$ cat src/rtl/int_ack_seq.sv
// int_ack_seq -- two-pulse interrupt acknowledge sequencer.
//
// Recognises an interrupt at an instruction boundary and issues two
// acknowledge pulses to the interrupt controller, separated by ACK_GAP
// idle cycles. It then waits up to SEL_TIMEOUT cycles for the controller
// to present a vector code. The vector selects a 4-byte table entry, which
// is fetched as two 16-bit reads (new IP, then new CS). A missing vector
// aborts the sequence with a spurious pulse.
//
// Ports:
//   iClk, iRst        clock (rising edge), asynchronous active-high reset
//   iInt, iIf,        interrupt request, CPU interrupt-enable flag and
//   iBoundary         instruction boundary; all three start a sequence
//   oIntAck           single-cycle acknowledge pulse (issued twice)
//   iSel, iData[7:0]  controller strobe and vector code
//   oMemReq           read request, held until iMemAck
//   oMemAddr[19:0]    read address (vector table entry)
//   iMemAck,          read completion strobe and read data
//   iMemData[15:0]
//   oBusy             sequence in progress (every state except idle)
//   oDone             single-cycle pulse; oVector/oNewIp/oNewCs valid
//   oVector[7:0]      captured vector code, held until the next capture
//   oNewIp, oNewCs    fetched IP/CS, held until the next completed sequence
//   oSpurious         single-cycle pulse: no vector arrived before timeout
module int_ack_seq #(
  parameter int unsigned ACK_GAP     = 2,
  parameter int unsigned SEL_TIMEOUT = 8
) (
  input  logic        iClk,
  input  logic        iRst,
  input  logic        iInt,
  input  logic        iIf,
  input  logic        iBoundary,
  output logic        oIntAck,
  input  logic        iSel,
  input  logic [7:0]  iData,
  output logic        oMemReq,
  output logic [19:0] oMemAddr,
  input  logic        iMemAck,
  input  logic [15:0] iMemData,
  output logic        oBusy,
  output logic        oDone,
  output logic [7:0]  oVector,
  output logic [15:0] oNewIp,
  output logic [15:0] oNewCs,
  output logic        oSpurious
);

  typedef enum logic [2:0] {
    S_IDLE,
    S_ACK1,
    S_GAP,
    S_ACK2,
    S_WAIT_SEL,
    S_RD_IP,
    S_RD_CS,
    S_DONE
  } state_t;

  localparam logic [3:0] GAP_LAST = 4'(ACK_GAP - 1);
  localparam logic [7:0] SEL_LAST = 8'(SEL_TIMEOUT - 1);

  state_t      state_q, state_d;
  logic [3:0]  gap_cnt_q, gap_cnt_d;
  logic [7:0]  sel_cnt_q, sel_cnt_d;
  logic [7:0]  vector_q, vector_d;
  logic [15:0] ip_hold_q, ip_hold_d;
  logic [15:0] cs_hold_q, cs_hold_d;
  logic [15:0] new_ip_q, new_ip_d;
  logic [15:0] new_cs_q, new_cs_d;
  logic        spurious_q, spurious_d;

  always_ff @(posedge iClk or posedge iRst) begin
    if (iRst) begin
      state_q    <= S_IDLE;
      gap_cnt_q  <= '0;
      sel_cnt_q  <= '0;
      vector_q   <= '0;
      ip_hold_q  <= '0;
      cs_hold_q  <= '0;
      new_ip_q   <= '0;
      new_cs_q   <= '0;
      spurious_q <= 1'b0;
    end else begin
      state_q    <= state_d;
      gap_cnt_q  <= gap_cnt_d;
      sel_cnt_q  <= sel_cnt_d;
      vector_q   <= vector_d;
      ip_hold_q  <= ip_hold_d;
      cs_hold_q  <= cs_hold_d;
      new_ip_q   <= new_ip_d;
      new_cs_q   <= new_cs_d;
      spurious_q <= spurious_d;
    end
  end

  always_comb begin
    state_d    = state_q;
    gap_cnt_d  = gap_cnt_q;
    sel_cnt_d  = sel_cnt_q;
    vector_d   = vector_q;
    ip_hold_d  = ip_hold_q;
    cs_hold_d  = cs_hold_q;
    new_ip_d   = new_ip_q;
    new_cs_d   = new_cs_q;
    spurious_d = 1'b0;
    oIntAck    = 1'b0;
    oMemReq    = 1'b0;
    oMemAddr   = '0;
    oDone      = 1'b0;

    case (state_q)
      S_IDLE: begin
        if (iInt && iIf && iBoundary) begin
          state_d = S_ACK1;
        end
      end
      S_ACK1: begin
        oIntAck   = 1'b1;
        gap_cnt_d = '0;
        state_d   = S_GAP;
      end
      S_GAP: begin
        if (gap_cnt_q == GAP_LAST) begin
          gap_cnt_d = '0;
          state_d   = S_ACK2;
        end else begin
          gap_cnt_d = gap_cnt_q + 4'd1;
        end
      end
      S_ACK2: begin
        oIntAck   = 1'b1;
        sel_cnt_d = '0;
        state_d   = S_WAIT_SEL;
      end
      S_WAIT_SEL: begin
        if (iSel) begin
          vector_d = iData;
          state_d  = S_RD_IP;
        end else if (sel_cnt_q == SEL_LAST) begin
          // Spurious is registered so its pulse lands in the first idle cycle.
          sel_cnt_d  = '0;
          spurious_d = 1'b1;
          state_d    = S_IDLE;
        end else begin
          sel_cnt_d = sel_cnt_q + 8'd1;
        end
      end
      S_RD_IP: begin
        oMemReq  = 1'b1;
        oMemAddr = {10'h000, vector_q, 2'b00};
        if (iMemAck) begin
          ip_hold_d = iMemData;
          state_d   = S_RD_CS;
        end
      end
      S_RD_CS: begin
        oMemReq  = 1'b1;
        oMemAddr = {10'h000, vector_q, 2'b10};
        if (iMemAck) begin
          cs_hold_d = iMemData;
          state_d   = S_DONE;
        end
      end
      S_DONE: begin
        oDone    = 1'b1;
        new_ip_d = ip_hold_q;
        new_cs_d = cs_hold_q;
        state_d  = S_IDLE;
      end
      default: begin
        state_d = S_IDLE;
      end
    endcase
  end

  // The DONE cycle already presents the freshly fetched pair; the output
  // registers take it on the same edge that leaves DONE, so the values hold
  // afterwards without a one-cycle lag behind oDone.
  assign oNewIp    = (state_q == S_DONE) ? ip_hold_q : new_ip_q;
  assign oNewCs    = (state_q == S_DONE) ? cs_hold_q : new_cs_q;
  assign oVector   = vector_q;
  assign oBusy     = (state_q != S_IDLE);
  assign oSpurious = spurious_q;

endmodule

$ cat config.mk
export PLATFORM = sky130hd
export DESIGN_NAME = int_ack_seq
export DESIGN_NICKNAME = d
export VERILOG_FILES = /design/src/rtl/int_ack_seq.sv
export SDC_FILE = /design/constraint.sdc
export NUM_CORES = 1
export LEC_CHECK = 0
export ABC_AREA = 1
export CAP_MARGIN = 10
export CORE_MARGIN = 2
export CORE_UTILIZATION = 40
export DETAILED_ROUTE_END_ITERATION = 8
export PLACE_DENSITY = 0.74
export SLEW_MARGIN = 20
export SYNTH_ARGS = -nofsm -noshare
export SYNTH_HDL_FRONTEND = slang
export SYNTH_SLANG_ARGS = --single-unit
export TNS_END_PERCENT = 1
$ cat constraint.sdc
create_clock -name iClk -period 3.36 [get_ports iClk]
set_input_delay 0.672 -clock iClk [delete_from_list [all_inputs] [get_ports iClk]]
set_output_delay 0.672 -clock iClk [all_outputs]
set_load 0.03 [all_outputs]
==> qor.txt <==
RR Endpoint: sel_cnt_q[5]
yosys warns: 0
hold path cells: 2
Clk network pwr share: 16.2%
Async S/R FF share, synth: 100.0%
Total GRT Usage: 17.16%
initial antenna violation count: 0
Yosys cell types: 27
clk sinks: 88
Sw Ratio: 43.25%
Layout Skew: 0.01181 ns
Netlist Area Pre-Place: 0.003930 mm²
Final Wtd Congestion: 0.8901
simple-gate share of the synthesized area: 25.98%
#FFs+latches synth: 88
critical path class: reg2out
die height: 103.1 µm
setup violators final: 0
die width: 103.1 µm
Hold Path Class: reg2reg
Setup TNS: 0 ns
GRT Max-Usage Layer: met2
TritonCTS Buffers: 9
Post-CTS Setup Bufs: 0
ANT cells: 0
Post-DP Area: 0.004837 mm²
Post-synth EDFFs: 0
layout cells sized above 1: 9.584%
Internal: 2.524 mW
R2R cell count: 8
Rows: 36
H-tree depth: 3
status: finished, final reports clean
hold path startpoint: new_ip_q[11]
Crit. End Element: primary output
final net count: 582
Final Hold Fails: 0
WL final: 8634 µm
first drt pass iteration count: 4
Comb pwr share: 45.4%
Finished Cell Area: 0.005037 mm²
# DRC: 0
multiplexer share of the synthesized area: 0%
Post-DP HPWL: 6245 µm
Net Switching: 1.924 mW
Arr. time, crit path: 2.46 ns
Avg Inst Size Synth: 8.507 µm²
I/O Pins: 96
worst skew pair latency: 0.36 ns
worst vdd ir: 448.2 µV
Clk Tree Root Cell: clkbuf_8
Port Buf Inserts: 84
largest family of logic cells by synthesized area: simple AND/OR/NAND/NOR gates
CTS Buffer Depth: 2
largest net degree at the start of global routing: 40
area delta synth->final: 28.18%
core region area: 0.009639 mm²
Synth top cells by count: nand2_1 (171), dfrtp_1 (88), inv_1 (45)
Syn Inst Count: 462
Synth Area in Compound Gates: 7.227%
post-synth top area share: 56.03%
part of the cycle the worst path needs: 93.22%
cell with the most instances after synthesis: nand2_1
Initial DRC Count: 129
grt total ovfl: 0
Area contributors post-synth: dfrtp_1 (56%), nand2_1 (16%), inv_1 (4.3%)
number of global-route vias before repair: 3115
Initial Util: 40.77%
register share of total power: 38.4%
crit-path max FO: 32
adder-cell share of the synthesized area: 0.9551%
Final Critical Period: 3.132 ns
GR Util met2: 27.62%
Post-CTS Resized: 0
M3 GR Usage: 4.136%
global-route wire length before repair: 14200 µm
Slew headroom: 53.31%
reg2reg setup slack: 1.68 ns
Final ANT Viol Nets: 0
vias: 3131
Synth area leader: dfrtp_1
die outline area: 0.01063 mm²
actual slew at the worst max-slew pin: 0.6995 ns
total of max-cap violations: 0
Post-synth top flop: dfrtp_1
Hold Path End: new_ip_q[11]
# hold bufs at CTS: 0
Max Slew Vio Count: 0
Critical Path Start Type: register
FMAX: 0.3193 GHz
CTS tree: built
unrepaired setup endpoints after global routing: false
xor and xnor area share after synthesis: 0.6686%
sequential element share of the synthesized area: 56.03%
P_leak: 2.638 nW
Critical R2R Launch: state_q[2]
Worst-path clk slew: 0.11 ns
Vias/cell: 4.564
wire per inst: 12.59 µm
WP data required: 2.69 ns
met1 Use GR: 22.00%
PD cells: 883.0 mW/mm²
==> flip-flops by register name (all words and copies together) (netlist names) <==
register / cells
cs_hold_q: 16
ip_hold_q: 16
new_cs_q: 16
new_ip_q: 16
oVector: 8
sel_cnt_q: 8
gap_cnt_q: 4
state_q: 3
oSpurious: 1
==> area by class of cell <==
class | instances | area [µm²]
clock inverters | 7 | 76.32
repair buffers | 91 | 873.3
inverters | 49 | 185.2
flip-flops and latches | 88 | 2202
multi-input cells | 309 | 1410
fillers | 908 | 4602
clock buffers | 9 | 123.9
well taps | 133 | 166.4
==> how the worst max path moves through the flow <==
stage | start | to | slack [ns] | depth (start not counted)
CTS | state_q[2] | oNewCs[13] | 0.20 | 6
global route | state_q[2] | oNewIp[10] | 0.05 | 6
floorplan | iRst | cs_hold_q[0] | 0.41 | 1
detailed placement | state_q[2] | oNewCs[13] | 0.62 | 6
finish | state_q[2] | oNewCs[13] | 0.23 | 6
global placement | state_q[2] | oNewIp[6] | 0.67 | 6
==> routing by layer <==
layer  routed length [µm]  vias to the layer above
met4                  150                        0
met5                    0                        -
li1                     -                     1595
met1                 3870                     1444
met2                 4149                       81
met3                  464                       11
==> kinds of logic after synthesis <==
group,after synthesis
adder cells (fa/ha/maj),3
other,1
buffers and inverters,75
AND/OR/NAND/NOR,242
flip-flops,88
XOR/XNOR,3
AO/OA/AOI/OAI,50
==> critical path: stages, from the launching register on <==
cell,delay (ns)
dfrtp_1,0.53
inv_1,0.14
nor2_2,0.08
inv_2,0.43
nand2_1,0.11
nand2_1,0.11
clkdlybuf4s50_1,0.69
==> stage by stage <==
step | cells | hold slack, ns | util (%) | worst slack (ns) | total power, mW
2_1_floorplan | 472 | 0.4534 | - | 0.4094 | 3.017
3_3_place_gp | 670 | 0.4530 | 50.18 | 0.6724 | 3.712
3_5_place_dp | 670 | 0.4597 | 50.18 | 0.6227 | 3.762
4_1_cts | 686 | 0.4834 | 52.26 | 0.2026 | 4.495
5_1_grt | 686 | 0.5079 | 52.26 | 0.05440 | 4.771
6_report | 686 | 0.4799 | 52.26 | 0.2279 | 4.448
==> cell usage in the layout, fill, tap and decap left out <==
cell type / count
a21oi_1: 9
a21oi_2: 1
buf_4: 15
clkbuf_8: 9
clkdlybuf4s50_1: 76
clkinv_2: 1
clkinv_4: 3
clkinv_8: 1
conb_1: 11
dfrtp_1: 88
ha_1: 3
inv_1: 44
inv_2: 4
inv_8: 3
nand2_1: 171
nand2_2: 2
nand2_4: 4
nand3_1: 16
nand4_1: 11
nor2_1: 33
nor2_2: 2
nor2_4: 1
nor2_8: 1
nor3_1: 1
o21ai_0: 18
o21ai_1: 12
o21ai_2: 6
o21bai_1: 2
o22ai_1: 2
xor2_1: 3
==> power by group through the flow <==
stage          combinational [mW]  clock [mW]  sequential (mW)
6_report                     2.02       0.722             1.71
5_1_grt                      2.22       0.795             1.76
4_1_cts                      2.04       0.744             1.71
3_5_place_dp                 2.04           0             1.73
3_3_place_gp                 2.00           0             1.72
2_1_floorplan                1.26           0             1.76
No activity file was read; power rests on OpenSTA's default activity.
